File: src/rtl/addsub_rr_scheduler_pkg.sv
// rtl/addsub_rr_scheduler_pkg.sv - shared tag type and ALU latency for the add/sub scheduler
package addsub_rr_scheduler_pkg;

  localparam int ALU_LAT   = 2;
  // Sized for the largest supported requester count (16).
  localparam int TAG_IDX_W = 4;

  typedef struct packed {
    logic                 valid;
    logic [TAG_IDX_W-1:0] idx;
  } tag_t;

endpackage

File: src/rtl/addsub_rr_scheduler_rr_arbiter.sv
// rtl/addsub_rr_scheduler_rr_arbiter.sv - round-robin pick of one eligible requester from a pointer
module rr_arbiter #(
  parameter int N     = 4,
  parameter int PTR_W = $clog2(N)
) (
  input  logic [N-1:0]     eligible,
  input  logic [PTR_W-1:0] rr_ptr,
  output logic [N-1:0]     grant,
  output logic [PTR_W-1:0] grant_idx,
  output logic             grant_any
);

  int cand;

  // Walk upward from the pointer with wrap-around; the first eligible wins.
  always_comb begin
    grant     = '0;
    grant_idx = '0;
    grant_any = 1'b0;
    cand      = 0;
    for (int k = 0; k < N; k++) begin
      cand = int'(rr_ptr) + k;
      if (cand >= N) cand = cand - N;
      if (!grant_any && eligible[cand[PTR_W-1:0]]) begin
        grant_any                 = 1'b1;
        grant[cand[PTR_W-1:0]]    = 1'b1;
        grant_idx                 = cand[PTR_W-1:0];
      end
    end
  end

endmodule

File: src/rtl/addsub_rr_scheduler.sv
// rtl/addsub_rr_scheduler.sv - round-robin sharing of one external add/sub unit among requesters
module addsub_rr_scheduler
  import addsub_rr_scheduler_pkg::*;
#(
  parameter int WORD_WIDTH  = 32,
  parameter int REQ_COUNT   = 4,
  parameter int ALU_LATENCY = ALU_LAT
) (
  input  logic                            clock,
  input  logic                            reset,
  input  logic [REQ_COUNT-1:0]            req_valid,
  output logic [REQ_COUNT-1:0]            req_ready,
  input  logic [REQ_COUNT-1:0]            req_add_sub,
  input  logic [REQ_COUNT-1:0]            req_cin,
  input  logic [REQ_COUNT*WORD_WIDTH-1:0] req_dataa,
  input  logic [REQ_COUNT*WORD_WIDTH-1:0] req_datab,
  output logic                            alu_add_sub,
  output logic                            alu_cin,
  output logic [WORD_WIDTH-1:0]           alu_dataa,
  output logic [WORD_WIDTH-1:0]           alu_datab,
  input  logic                            alu_cout,
  input  logic [WORD_WIDTH-1:0]           alu_result,
  output logic [REQ_COUNT-1:0]            rsp_valid,
  output logic                            rsp_cout,
  output logic [WORD_WIDTH-1:0]           rsp_result
);

  localparam int PTR_W = $clog2(REQ_COUNT);

  logic [PTR_W-1:0]      rr_ptr;
  logic [REQ_COUNT-1:0]  pending;
  logic [REQ_COUNT-1:0]  eligible;
  logic [REQ_COUNT-1:0]  grant;
  logic [PTR_W-1:0]      grant_idx;
  logic                  grant_any;
  tag_t                  tag_pipe [ALU_LATENCY+1];
  tag_t                  exit_tag;
  logic                  sel_add_sub;
  logic                  sel_cin;
  logic [WORD_WIDTH-1:0] sel_a;
  logic [WORD_WIDTH-1:0] sel_b;

  // A requester with an op in flight is not eligible until its response retires.
  assign eligible = reset ? '0 : (req_valid & ~pending);

  rr_arbiter #(
    .N     (REQ_COUNT),
    .PTR_W (PTR_W)
  ) u_rr_arbiter (
    .eligible  (eligible),
    .rr_ptr    (rr_ptr),
    .grant     (grant),
    .grant_idx (grant_idx),
    .grant_any (grant_any)
  );

  assign req_ready = grant;

  always_comb begin
    sel_add_sub = 1'b0;
    sel_cin     = 1'b0;
    sel_a       = '0;
    sel_b       = '0;
    for (int i = 0; i < REQ_COUNT; i++) begin
      if (grant[i]) begin
        sel_add_sub = sel_add_sub | req_add_sub[i];
        sel_cin     = sel_cin | req_cin[i];
        sel_a       = sel_a | req_dataa[i*WORD_WIDTH +: WORD_WIDTH];
        sel_b       = sel_b | req_datab[i*WORD_WIDTH +: WORD_WIDTH];
      end
    end
  end

  assign exit_tag = tag_pipe[ALU_LATENCY];

  always_comb begin
    rsp_valid  = '0;
    rsp_result = '0;
    rsp_cout   = 1'b0;
    if (!reset && exit_tag.valid) begin
      for (int i = 0; i < REQ_COUNT; i++) begin
        if (exit_tag.idx == TAG_IDX_W'(i)) rsp_valid[i] = 1'b1;
      end
      rsp_result = alu_result;
      rsp_cout   = alu_cout;
    end
  end

  always_ff @(posedge clock) begin
    if (reset) begin
      rr_ptr      <= '0;
      pending     <= '0;
      alu_add_sub <= 1'b0;
      alu_cin     <= 1'b0;
      alu_dataa   <= '0;
      alu_datab   <= '0;
      for (int s = 0; s <= ALU_LATENCY; s++) tag_pipe[s] <= '0;
    end else begin
      if (grant_any) begin
        rr_ptr      <= (grant_idx == PTR_W'(REQ_COUNT-1)) ? '0 : grant_idx + 1'b1;
        alu_add_sub <= sel_add_sub;
        alu_cin     <= sel_cin;
        alu_dataa   <= sel_a;
        alu_datab   <= sel_b;
      end
      pending     <= (pending | grant) & ~rsp_valid;
      tag_pipe[0] <= '{valid: grant_any, idx: TAG_IDX_W'(grant_idx)};
      for (int s = 1; s <= ALU_LATENCY; s++) tag_pipe[s] <= tag_pipe[s-1];
    end
  end

  // pending blocks a new grant, so set and clear never coincide on one bit.
  assert property (@(posedge clock) disable iff (reset) (grant & rsp_valid) == '0);

endmodule

File: config.mk
export PLATFORM = sky130hd
export DESIGN_NAME = addsub_rr_scheduler
export DESIGN_NICKNAME = d
export VERILOG_FILES = /design/src/rtl/addsub_rr_scheduler_pkg.sv /design/src/rtl/addsub_rr_scheduler_rr_arbiter.sv /design/src/rtl/addsub_rr_scheduler.sv
export SDC_FILE = /design/constraint.sdc
export NUM_CORES = 1
export LEC_CHECK = 0
export CAP_MARGIN = 15
export CORE_AREA = 2 2 158 160
export CTS_CLUSTER_DIAMETER = 200
export DETAILED_ROUTE_END_ITERATION = 8
export DIE_AREA = 0 0 160 162
export REMOVE_ABC_BUFFERS = 1
export SETUP_SLACK_MARGIN = 0.3
export SYNTH_ARGS = -nofsm -noshare
export SYNTH_HDL_FRONTEND = slang
export SYNTH_HIERARCHICAL = 1
export SYNTH_SLANG_ARGS = --single-unit
File: constraint.sdc
create_clock -name clock -period 6.37 [get_ports clock]
set_input_delay 1.274 -clock clock [delete_from_list [all_inputs] [get_ports clock]]
set_output_delay 1.274 -clock clock [all_outputs]
set_load 0.01 [all_outputs]
==> results.sh <==
export IMPL_outcome="finished, final reports clean"
export IMPL_ys_ff_latch=81
export IMPL_holdBufCountCts=0
export IMPL_crit_required_ps=5100
export IMPL_layout_common_cells="408 x clkdlybuf4s50_1, 81 x a22oi_1, 81 x dfxtp_1"
export IMPL_first_global_vias=6073
export IMPL_final_common_cell="clkdlybuf4s50_1"
export IMPL_design_die_area_um2=25920
export IMPL_coreArea_um2=24110
export IMPL_remaining_drc_errors=0
export IMPL_cts_root_buf="clkbuf_16"
export IMPL_gr_total_overflow=0
export IMPL_synth_warnings=6
export IMPL_synth_area_um2=5398
export IMPL_cts_tree="yes"
export IMPL_r2r_setup_slack_ps=2260
export IMPL_ys_seq_area_share_pct=30.04
export IMPL_p_leak_uw=0.003179
export IMPL_row_count=57
export IMPL_gp_congestion=0.7904
export IMPL_routed_wirelength_mm=22.96
export IMPL_vias_per_cell=4.780
export IMPL_drv_slew=0
export IMPL_fin_hold_ws_ps=438.4
export IMPL_worstMarginPinSlew_ps=1024
export IMPL_vias=5798
export IMPL_fillers=2418
export IMPL_yosysTopAreaCell="dfxtp_1"
export IMPL_dp_slack_ps=1011
export IMPL_fp_dieW_um=160
export IMPL_syn2layout_area_growth_pct=82.38
export IMPL_max_freq_mhz=186.3
export IMPL_grt_max_degree=72
export IMPL_dp_hpwl_mm=16.97
export IMPL_arrival_ps=4090
export IMPL_netlist_instances=513
export IMPL_ys_top_cells_by_area="dfxtp_1 30%, a311oi_2 16%, a22oi_2 14%"
export IMPL_regArea_um2=1622
export IMPL_power_frac_comb_pct=66.4
export IMPL_start_kind="input port"
export IMPL_hold_start="tag_pipe[0][0]"
export IMPL_ioPinCount=410
export IMPL_worstHoldPathCells=1
export IMPL_fin_nets=1193
export IMPL_critPathMaxFanout=9
export IMPL_antenna_found_initial=0
export IMPL_hold_path_class="flip-flop to flip-flop"
export IMPL_grt_pass1_wl_mm=34.58
export IMPL_syn_area_per_cell_um2=10.52
export IMPL_layout_min_cycle_time_ps=5368
export IMPL_yosysTopAreaCellShare_pct=30.04
export IMPL_grtUsageTotal_pct=17.05
export IMPL_r2r_cells=10
export IMPL_die_h_um=162
export IMPL_first_pass_iters=4
export IMPL_cts_resized=0
export IMPL_synth_cell_type_count=35
export IMPL_avgRoutedWirePerCell_um=18.93
export IMPL_slew_limit_headroom_pct=31.73
export IMPL_insertedDiodeCount=0
export IMPL_initial_core_util_pct=22.39
export IMPL_cp_end_kind="output port"
export IMPL_swShare_pct=44.89
export IMPL_drive_gt1_share_pct=17.32
export IMPL_intPower_uw=2159
export IMPL_skew_ps=13.83
export IMPL_clock_latency_ps=350
export IMPL_ir_drop_v=0.0002398
export IMPL_crit_type="input port to output port"
export IMPL_drt_initial_drc_count=218
export IMPL_path_clk_slew_ps=60
export IMPL_finalSetupViolCount=0
export IMPL_multi_input_area_um2=3341
export IMPL_p_sw_uw=1759
export IMPL_drv_cap=0
export IMPL_clock_sinks=81
export IMPL_pwr_share_seq_pct=20.3
export IMPL_fin_ws_ps=1002
export IMPL_reg2reg_to="alu_datab[23]"
export IMPL_portBuffers=409
export IMPL_cp_endpoint="req_ready[3]"
export IMPL_ant_nets=0
export IMPL_r2r_start="rr_ptr[0]"
export IMPL_p_clk_share_pct=13.3
export IMPL_final_hold_viol_count=0
export IMPL_fin_crit_sh_pct=84.27
export IMPL_crit_start="req_valid[3]"
export IMPL_power_density_nw_per_um2=397.9
export IMPL_htreeDepth=3
export IMPL_numCtsBuffers=9
export IMPL_rsz0062_at_grt="false"
export IMPL_cts_buffer_depth=2
export IMPL_cts_setup_buffers=0
## worst min-delay path by stage
| stage | to |
|---|---|
| 6_report | tag_pipe[0][5] |
| 5_1_grt | tag_pipe[0][11] |
| 4_1_cts | tag_pipe[0][5] |
| 3_5_place_dp | tag_pipe[0][5] |
| 3_3_place_gp | tag_pipe[0][5] |
| 2_1_floorplan | tag_pipe[0][10] |
## layout make-up
cell class	instances	share of cell area [%]
inverters	5	0.1906
clock buffers	9	2.288
flip-flops and latches	81	16.47
clock inverters	7	0.6228
repair buffers	418	42.37
multi-input cells	369	33.93
well taps	324	4.118
## critical path, stage by stage
cell and delay, ps:
clkdlybuf4s50_1 450, nor3b_1 490, mux4_1 500, and2b_2 240, a22oi_1 110, o21ai_4 400, clkdlybuf4s50_1 630
## sequential cells by signal, indices dropped and copies added (netlist names)
name and count:
alu_dataa 32, alu_cin 1, alu_add_sub 1, tag_pipe 9, rr_ptr 2, alu_datab 32
pending 4
## cells by family after synthesis
logic type | Yosys count | share of synthesized area [%]
AOI/OAI and AO/OA | 220 | 44.32
and+or+nand+nor | 135 | 12.63
DFF | 81 | 30.04
buffers and inverters | 63 | 9.041
muxes | 8 | 2.573
adders and majority gates | 6 | 1.391
## cell usage after synthesis (all sizes together)
master	count
a21oi	1
a22oi	140
a311oi	70
a32o	1
and2	33
and2b	2
buf	55
clkbuf	3
dfxtp	81
ha	6
inv	5
mux2	1
mux2i	3
mux4	4
nand2b	4
nor2	74
nor2b	10
nor3	5
nor3b	4
nor4	1
nor4b	1
o211ai	1
o21ai	5
o221ai	1
o31ai	1
or3b	1
## power groups by stage
stage / Clock [µW] / Sequential [µW] / Combinational, µW
after detailed placement: 0 / 804 / 2630
final: 521 / 795 / 2600
after floorplan: 0 / 857 / 1750
after global placement: 0 / 801 / 2620
after global routing: 566 / 816 / 2820
after CTS: 550 / 796 / 2640
## metal layers
layer / track usage, % / vias up / part of all wire (%)
met5: 0 / - / 0
met4: 6.143 / 0 / 2.3
met3: 5.516 / 33 / 8.6
met2: 30.34 / 280 / 49
met1: 19.12 / 2708 / 40
li1: - / 2777 / -
## through the flow
step                      power, µW  std cells  setup TNS [ps]  util, %  cell area, µm²
after floorplan                2610        455         -174050        -            4928
after global placement         3419       1197               0    39.65            9558
final                          3917       1213               0    40.84            9844
after detailed placement       3434       1197               0    39.65            9558
after CTS                      3981       1213               0    40.84            9844
after global routing           4207       1213               0    40.84            9844
Note: power is estimated with default switching activity, not from simulation.
